### src/rtl/stepper_pkg.sv
// Shared types, coil table and phase-advance helper for the stepper sequencer.
package stepper_pkg;

    typedef enum logic [1:0] {
        WAVE = 2'b00,
        FULL = 2'b01,
        HALF = 2'b10,
        RSVD = 2'b11
    } mode_t;

    typedef enum logic [1:0] {
        IDLE = 2'b00,
        FREE = 2'b01,
        MOVE = 2'b10
    } state_t;

    // Energised coils per phase index, bit order [A,B,C,D].
    localparam logic [3:0] PHASE_TABLE [8] = '{
        4'b1000, 4'b1100, 4'b0100, 4'b0110,
        4'b0010, 4'b0011, 4'b0001, 4'b1001
    };

    // Wave lives on even indices and full on odd ones. When the parity already
    // matches, jump two. Otherwise take a single snap step. Half and reserved
    // always move one. The 3-bit result wraps modulo 8.
    function automatic logic [2:0] next_phase(input logic [2:0] ph,
                                              input logic       cw,
                                              input mode_t      m);
        logic [2:0] delta;
        delta = 3'd1;
        if (m == WAVE && !ph[0]) delta = 3'd2;
        if (m == FULL &&  ph[0]) delta = 3'd2;
        return cw ? ph + delta : ph - delta;
    endfunction

endpackage

### src/rtl/step_prescaler.sv
// Step-rate divider. It counts 0..step_div and ticks on the terminal count.
// The period is therefore step_div+1 clocks. A clear holds the count at zero.
module step_prescaler #(
    parameter int DIV_W = 24
) (
    input  logic             clk,
    input  logic             rst,
    input  logic             clear,
    input  logic [DIV_W-1:0] step_div,
    output logic             tick
);

    logic [DIV_W-1:0] count;

    // The comparison uses >= so that lowering step_div below the running count
    // ends the current period at once. The count never runs on to wrap.
    assign tick = !clear && (count >= step_div);

    // Advance the count, or return it to zero on a tick or a clear.
    always_ff @(posedge clk or negedge rst) begin
        if (!rst)
            count <= '0;
        else if (clear || tick)
            count <= '0;
        else
            count <= count + 1'b1;
    end

endmodule

### src/rtl/stepper_sequencer.sv
// Four-coil stepper phase sequencer. Supports wave, full and half stepping.
// Runs either free-running or for a counted number of steps.
module stepper_sequencer
    import stepper_pkg::*;
#(
    parameter int DIV_W      = 24,
    parameter int POS_W      = 16,
    parameter bit ACTIVE_LOW = 1
) (
    input  logic             sys_clk_pin,
    input  logic             rst,
    input  logic             en,
    input  logic             cw,
    input  logic [1:0]       mode,
    input  logic [DIV_W-1:0] step_div,
    input  logic             run,
    input  logic             move_req,
    input  logic [POS_W-1:0] move_steps,
    output logic             move_ack,
    output logic             busy,
    output logic             done,
    output logic             aborted,
    output logic [3:0]       coils,
    output logic [2:0]       phase,
    output logic [POS_W-1:0] position
);

    state_t           state, state_d;
    logic [POS_W-1:0] remaining, rem_d;
    logic [2:0]       phase_d;
    logic [3:0]       energised;
    logic             tick, clear;
    logic             accept, abort, done_d, do_step;

    // The prescaler only runs while enabled and stepping. It restarts on every
    // accepted move, so the first tick lands step_div clocks after the ack.
    assign clear = !en || (state == IDLE) || (state == FREE && move_req);

    step_prescaler #(.DIV_W(DIV_W)) u_prescaler (
        .clk      (sys_clk_pin),
        .rst      (rst),
        .clear    (clear),
        .step_div (step_div),
        .tick     (tick)
    );

    assign busy  = (state == MOVE);
    assign coils = ACTIVE_LOW ? ~energised : energised;

    // Next-state, move bookkeeping and step decision. A drop of en always wins
    // over a coincident tick.
    always_comb begin
        state_d = state;
        rem_d   = remaining;
        accept  = 1'b0;
        abort   = 1'b0;
        done_d  = 1'b0;
        do_step = 1'b0;
        case (state)
            IDLE: begin
                if (en && move_req) begin
                    accept  = 1'b1;
                    rem_d   = move_steps;
                    state_d = MOVE;
                end else if (en && run) begin
                    state_d = FREE;
                end
            end
            FREE: begin
                if (!en) begin
                    state_d = IDLE;
                end else if (move_req) begin
                    accept  = 1'b1;
                    rem_d   = move_steps;
                    state_d = MOVE;
                end else if (!run) begin
                    state_d = IDLE;
                end else if (tick) begin
                    do_step = 1'b1;
                end
            end
            MOVE: begin
                if (!en) begin
                    abort   = 1'b1;
                    rem_d   = '0;
                    state_d = IDLE;
                end else if (remaining == '0) begin
                    done_d  = 1'b1;
                    state_d = IDLE;
                end else if (tick) begin
                    do_step = 1'b1;
                    rem_d   = remaining - 1'b1;
                    if (remaining == POS_W'(1)) begin
                        done_d  = 1'b1;
                        state_d = IDLE;
                    end
                end
            end
            default: state_d = IDLE;
        endcase
        phase_d = do_step ? next_phase(phase, cw, mode_t'(mode)) : phase;
    end

    // State, counters and registered outputs. The coil pattern is registered
    // from the next phase, so it changes in the same cycle as phase and done.
    always_ff @(posedge sys_clk_pin or negedge rst) begin
        if (!rst) begin
            state     <= IDLE;
            remaining <= '0;
            phase     <= '0;
            position  <= '0;
            energised <= '0;
            move_ack  <= 1'b0;
            done      <= 1'b0;
            aborted   <= 1'b0;
        end else begin
            state     <= state_d;
            remaining <= rem_d;
            phase     <= phase_d;
            if (do_step)
                position <= cw ? position + 1'b1 : position - 1'b1;
            energised <= en ? PHASE_TABLE[phase_d] : 4'b0000;
            move_ack  <= accept;
            done      <= done_d;
            aborted   <= abort;
        end
    end

endmodule

### config.mk
export PLATFORM = sky130hd
export DESIGN_NAME = stepper_sequencer
export DESIGN_NICKNAME = d
export VERILOG_FILES = /design/src/rtl/stepper_pkg.sv /design/src/rtl/step_prescaler.sv /design/src/rtl/stepper_sequencer.sv
export SDC_FILE = /design/constraint.sdc
export NUM_CORES = 1
export LEC_CHECK = 0
export CAP_MARGIN = 20
export CORE_MARGIN = 5
export CORE_UTILIZATION = 55
export DETAILED_ROUTE_END_ITERATION = 6
export PLACE_DENSITY = 0.83
export SETUP_SLACK_MARGIN = 0.02
export SLEW_MARGIN = 10
export SYNTH_ARGS = -nofsm -noshare
export SYNTH_HDL_FRONTEND = slang
export SYNTH_SLANG_ARGS = --single-unit
### constraint.sdc
create_clock -name sys_clk_pin -period 3.5 [get_ports sys_clk_pin]
set_clock_uncertainty 0.15 [all_clocks]
set_input_delay 0.35 -clock sys_clk_pin [delete_from_list [all_inputs] [get_ports sys_clk_pin]]
set_output_delay 0.35 -clock sys_clk_pin [all_outputs]
set_load 0.05 [all_outputs]
==> results of run 1 <==
[worst max-delay path: stages]
cell             delay, ns
clkdlybuf4s50_1       0.49
inv_1                 0.05
ha_1                  0.32
nand4_1               0.15
nor4_1                0.31
a22oi_1               0.21
a21oi_4               0.25
o211ai_2              0.12
xor2_2                0.26
mux4_2                0.54
[through the flow]
| step | setup WS [ns] | std cells | instance area [um^2] | hold slack [ns] |
|---|---|---|---|---|
| 2_1_floorplan | 0.806 | 526 | 4690 | -0.0956 |
| 3_3_place_gp | 0.276 | 702 | 5580 | 0.316 |
| 3_5_place_dp | 0.179 | 702 | 5580 | 0.334 |
| 4_1_cts | 0.538 | 718 | 5780 | 0.0574 |
| 5_1_grt | 0.274 | 720 | 5810 | 0.319 |
| 6_report | 0.512 | 720 | 5810 | 0.284 |
[repair_timing]
action                     CTS  global route
hold buffers                 0             1
hold endpoints to repair     0            10
setup endpoints to repair    0             0
[cell usage in the layout, fill, tap and decap left out, drive strengths merged, types with 3 or more instances in the layout]
master,n
o21bai,4
xor2,23
ha,45
inv,50
nand2,34
and2,5
buf,12
o211ai,5
nor2,60
nand2b,5
o31ai,6
clkbuf,12
and3,6
o21ai,55
a32oi,4
and4,5
a31oi,3
xnor2,13
a21oi,36
clkdlybuf4s50,73
a22oi,11
o21a,4
mux2,5
nand3,8
dfrtp,68
a211oi,9
nor4,7
nand4,12
nor3,6
[worst max-delay path by stage]
stage / end / slack, ns / depth (start not counted)
2_1_floorplan: energised[1] / 0.81 / 7
3_3_place_gp: energised[1] / 0.28 / 10
3_5_place_dp: position[15] / 0.18 / 10
4_1_cts: energised[1] / 0.54 / 10
5_1_grt: position[15] / 0.27 / 10
6_report: energised[1] / 0.51 / 10
[state kept, by name (all words and copies together), names as in the netlist]
signal,flops
phase,3
aborted,1
state,2
done,1
u_prescaler.count,24
energised,4
position,16
remaining,16
move_ack,1
[kinds of logic (layout without fill, tap and decap cells)]
kind of cell	count (synthesis)	after routing
buffers and inverters	63	152
DFF	68	68
and+or+nand+nor	156	156
xor gates and xnor gates	36	36
muxes	7	7
AOI/OAI and AO/OA	149	149
adders and majority gates	47	47
[routing by layer]
metal / vias to the layer above / track usage / wire, um
met5: - / 0 / 0
met4: 0 / 0.0666 / 157
met3: 16 / 0.0410 / 674
met2: 130 / 0.354 / 5240
met1: 1989 / 0.325 / 4950
li1: 2040 / - / -
[power by group through the flow]
stage	Clock, mW	Sequential [mW]	Combinational, mW
after floorplan	0	1.02	0.580
after global placement	0	1.02	0.792
after detailed placement	0	1.03	0.820
after CTS	0.676	1.01	0.831
after global routing	0.716	1.03	0.947
final	0.670	1.02	0.839
[cell type report]
class | count | area (um^2) | share of cell area
multi-input cells | 395 | 2750 | 0.473
well taps | 105 | 131 | 0.0226
clock inverters | 4 | 47.5 | 0.00818
repair buffers | 86 | 841 | 0.145
flip-flops and latches | 68 | 1700 | 0.293
inverters | 50 | 188 | 0.0323
clock buffers | 12 | 155 | 0.0267
==> results.py, run 1 <==
metrics = {
    "outcome": {
        "run_status": "completed",
    },
    "min_path": {
        "hold_class": "in2async",
    },
    "power": {
        "combinationalPowerShare": 0.332,
        "power_density_nw_per_um2": 435,
        "peakVddDrop_mv": 0.215,
        "p_clk_frac": 0.265,
        "switching_share": 0.365,
        "p_int_mw": 1.60,
        "finalPower_mw": 2.52,
        "p_sw_mw": 0.922,
        "p_leak_nw": 2.67,
        "power_frac_seq": 0.402,
    },
    "yosys": {
        "synth_fa_ha_area_frac": 0.129,
        "synth_top_cell_area_share": 0.363,
        "synth_flop_cell": "dfrtp_1",
        "synth_compound_area_frac": 0.199,
        "synthCells": 526,
        "synth-edff-count": 0,
        "ys_top_cells_by_count": "dfrtp_1, nor2_1, o21ai_0, inv_1, ha_1",
        "async_flop_share": 1.00,
        "ys_warn_count": 0,
        "synth_top_family_by_area": "compound AO/OA/AOI/OAI gates",
        "synth-xor-area-share": 0.0689,
        "yosys.area.top_type": "dfrtp_1",
        "synth.area.mux_share": 0.0224,
        "netlist_top_cells_area": "dfrtp_1, ha_1, o21ai_0, nor2_1, xor2_1",
        "ys_seq_elements": 68,
        "postSynthAreaPerCell_um2": 8.91,
        "ys_types": 59,
        "yosys.area_share.simple": 0.167,
        "synth_nets": 621,
        "synth.most_common_cell": "dfrtp_1",
        "ys_seq_area_frac": 0.363,
        "synthesis.area_um2": 4690,
    },
    "placement": {
        "placement.io_buffers": 74,
        "gp_congestion": 0.892,
        "hpwlAfterDp_um": 8200,
    },
    "worst_setup_path": {
        "start_kind": "input pin",
        "crit_required_ns": 3.56,
        "worstPathArrival_ns": 3.05,
        "criticalPathCategory": "in2reg",
        "r2r_end": "energised[1]",
        "crit_fanout": 5,
        "ff2ff_setup_slack_ns": 0.58,
        "crit_start": "step_div[11]",
        "end_kind": "flip-flop",
        "r2r-start": "u_prescaler.count[13]",
        "rr_worst_depth": 8,
    },
    "route": {
        "dr.pass1.iters": 5,
        "wl_um": 11000,
        "antenna_left": 0,
        "drt_iter0_markers": 239,
        "drc": 0,
        "avgRoutedWirePerCell_um": 15.3,
        "route.vias.total": 4175,
        "viasPerCell": 5.80,
    },
    "clock_network": {
        "htreeDepth": 3,
        "clk_transition_reported_paths_ns": 0.07,
        "cts_sinks": 68,
        "cts_tree": "yes",
        "cts_setup_buffers": 0,
        "clock_latency_ns": 0.35,
        "cts_resized": 0,
        "clock-root-buffer": "clkbuf_8",
        "cts_buffer_depth": 2,
        "cts_buffers": 9,
    },
    "global_routing": {
        "grt_pass1_wl_um": 19100,
        "gr-usage-all-layers": 0.227,
        "grt_overflow": 0,
        "grt_pass1_vias": 4106,
        "antenna_found_initial": 0,
        "grt_start_max_net_pins": 45,
    },
    "final_layout": {
        "layout-drive-gt1-share": 0.0797,
        "area_growth_pct": 23.9,
        "post-route-util": 0.703,
        "antennaDiodeCount": 0,
        "fin_nets": 705,
        "fillers": 647,
    },
    "timing": {
        "max_freq_mhz": 335,
        "layout_min_cycle_time_ns": 2.99,
        "setup_tns_ns": 0,
        "worst_pin_slew_ns": 0.779,
        "hold_viol": 0,
        "rsz0062_at_grt": "false",
        "drv_slew": 0,
        "slew_headroom": 0.476,
        "finalSetupViolations": 0,
        "post-route-period-util": 0.854,
    },
    "die": {
        "die_w_um": 102,
        "core_um2": 8260,
        "die_h_um": 102,
        "die_area_um2": 10500,
        "fp-row-count": 33,
        "start_util": 0.568,
        "boundaryPins": 75,
    },
    "flow_run": {
        "maxCapViolCount": 0,
    },
}
Note: power is estimated with default switching activity, not from simulation.
==> run 2, diff against run 1 <==
- CAP_MARGIN: 20 -> unset
==> run 2 against run 1 <==
Effect of this change:
- non-clock buffer count shrank 2
- setup slack gained 0.00098 ns
- core utilization shrank 0.36 points
- first-iteration DRC count shrank 6.3%
- wire length shrank 0.37%
- critical path type unchanged
- largest cell class unchanged
==> results.py, run 2 (synthesis results as in run 1) <==
metrics = {
    "worst_setup_path": {
        "path_cells": "clkdlybuf4s50_1 -> inv_1 -> ha_1 -> nand4_1 -> nor4_1 -> a22oi_1 -> a21oi_4 -> o211ai_2 -> xor2_2 -> mux4_2",
        "worstPathArrival_ns": 3.04,
        "start_kind": "input pin",
        "crit_slowest_cell": "mux4_2",
        "critPathTopFamily": "compound AO/OA/AOI/OAI gates",
        "end_kind": "flip-flop",
        "crit_required_ns": 3.56,
        "crit_fanout": 5,
        "path_buf_inv": 2,
        "cpPeakStageDelay_ns": 0.54,
        "criticalPathCategory": "in2reg",
    },
    "final_layout": {
        "layout-drive-gt1-share": 0.0783,
        "fin_nets": 703,
        "final_area_um2": 5780,
        "top_regs": "u_prescaler.count x24, position x16, remaining x16",
        "antennaDiodeCount": 0,
        "final_cell_mix": "clkdlybuf4s50_1, dfrtp_1, nor2_1",
        "area_growth_pct": 23.3,
        "largest_reg_flops": 24,
        "largest-register": "u_prescaler.count",
        "fillers": 649,
        "layout.cells.most_common": "clkdlybuf4s50_1",
    },
    "timing": {
        "rsz0062_at_grt": "false",
        "setup_tns_ns": 0,
        "worst_pin_slew_ns": 1.00,
        "hold_ws_ns": 0.0220,
        "hold_viol": 0,
        "slew_headroom": 0.331,
        "layout_min_cycle_time_ns": 2.99,
        "finalSetupViolations": 0,
        "drv_slew": 0,
        "max_freq_mhz": 335,
        "post-route-period-util": 0.853,
    },
    "clock_network": {
        "clock-root-buffer": "clkbuf_8",
        "cts_sinks": 68,
        "cts_buffer_depth": 2,
        "clk_transition_reported_paths_ns": 0.07,
        "cts_resized": 0,
        "cts_tree": "yes",
        "cts_setup_buffers": 0,
        "htreeDepth": 3,
        "cts_hold_buf": 0,
        "cts_buffers": 9,
        "clock_latency_ns": 0.34,
    },
    "route": {
        "viasPerCell": 5.80,
        "antenna_left": 0,
        "route.vias.total": 4166,
        "avgRoutedWirePerCell_um": 15.3,
        "wl_um": 11000,
        "drt_iter0_markers": 224,
        "drc": 0,
        "dr.pass1.iters": 5,
    },
    "global_routing": {
        "grt_pass1_wl_um": 19100,
        "grt_overflow": 0,
        "grt_pass1_vias": 4106,
        "grt_start_max_net_pins": 45,
        "antenna_found_initial": 0,
        "gr-usage-all-layers": 0.227,
    },
    "power": {
        "p_leak_nw": 2.66,
        "finalPower_mw": 2.52,
        "power_density_nw_per_um2": 436,
        "peakVddDrop_mv": 0.211,
    },
    "die": {
        "die_h_um": 102,
        "core_um2": 8260,
        "die_area_um2": 10500,
        "start_util": 0.568,
        "die_w_um": 102,
        "boundaryPins": 75,
        "fp-row-count": 33,
    },
    "placement": {
        "hpwlAfterDp_um": 8200,
        "placed_area_um2": 5580,
        "gp_congestion": 0.892,
        "placement.io_buffers": 74,
    },
    "min_path": {
        "hold_class": "in2async",
    },
    "flow_run": {
        "maxCapViolCount": 0,
    },
    "outcome": {
        "run_status": "completed",
    },
}
## run 2: cell count changes in the layout (fill, tap and decap cells not counted), sizes merged
cell and delta:
buf -1, dlygate4sd3 -1
## run 2: final cells by class
cell class | count | area [um^2] | share of cell area
timing repair buffer | 84 | 811 | 0.140
sequential | 68 | 1700 | 0.294
multi-input combinational | 395 | 2750 | 0.475
clock buffer | 12 | 155 | 0.0268
tap | 105 | 131 | 0.0227
clock inverter | 4 | 47.5 | 0.00823
inverter | 50 | 188 | 0.0325
## run 2: stage by stage
step | utilization | instances | worst slack [ns]
floorplan | - | 526 | 0.806
global placement | 0.675 | 702 | 0.276
detailed placement | 0.675 | 702 | 0.179
CTS | 0.700 | 718 | 0.538
global route | 0.700 | 718 | 0.274
finish | 0.700 | 718 | 0.513
## run 2: final timing paths
kind	startpoint	end	slack, ns	depth (start not counted)
worst max register to register	u_prescaler.count[13]	energised[1]	0.58	8
max in group asynchronous	rst	position[1]	2.42	2
min in group sys_clk_pin	u_prescaler.count[0]	u_prescaler.count[0]	0.34	1
worst min register to register	u_prescaler.count[0]	u_prescaler.count[0]	0.34	1
worst min-delay path	rst	u_prescaler.count[12]	0.02	1
worst max-delay path	step_div[11]	energised[1]	0.51	10
## run 2: report_power, final
group,total [mW],switching (mW),internal [mW],leakage [nW]
clock network,0.669,0.303,0.366,0.102
registers,1.02,0.114,0.902,0.916
logic,0.835,0.504,0.331,1.64
## run 2: layer usage
layer,part of all wire,vias up,global-route usage
met1,0.45,2003,0.325
met4,0.013,0,0.0666
met2,0.48,117,0.354
met5,0,-,0
met3,0.057,13,0.0410
li1,-,2033,-
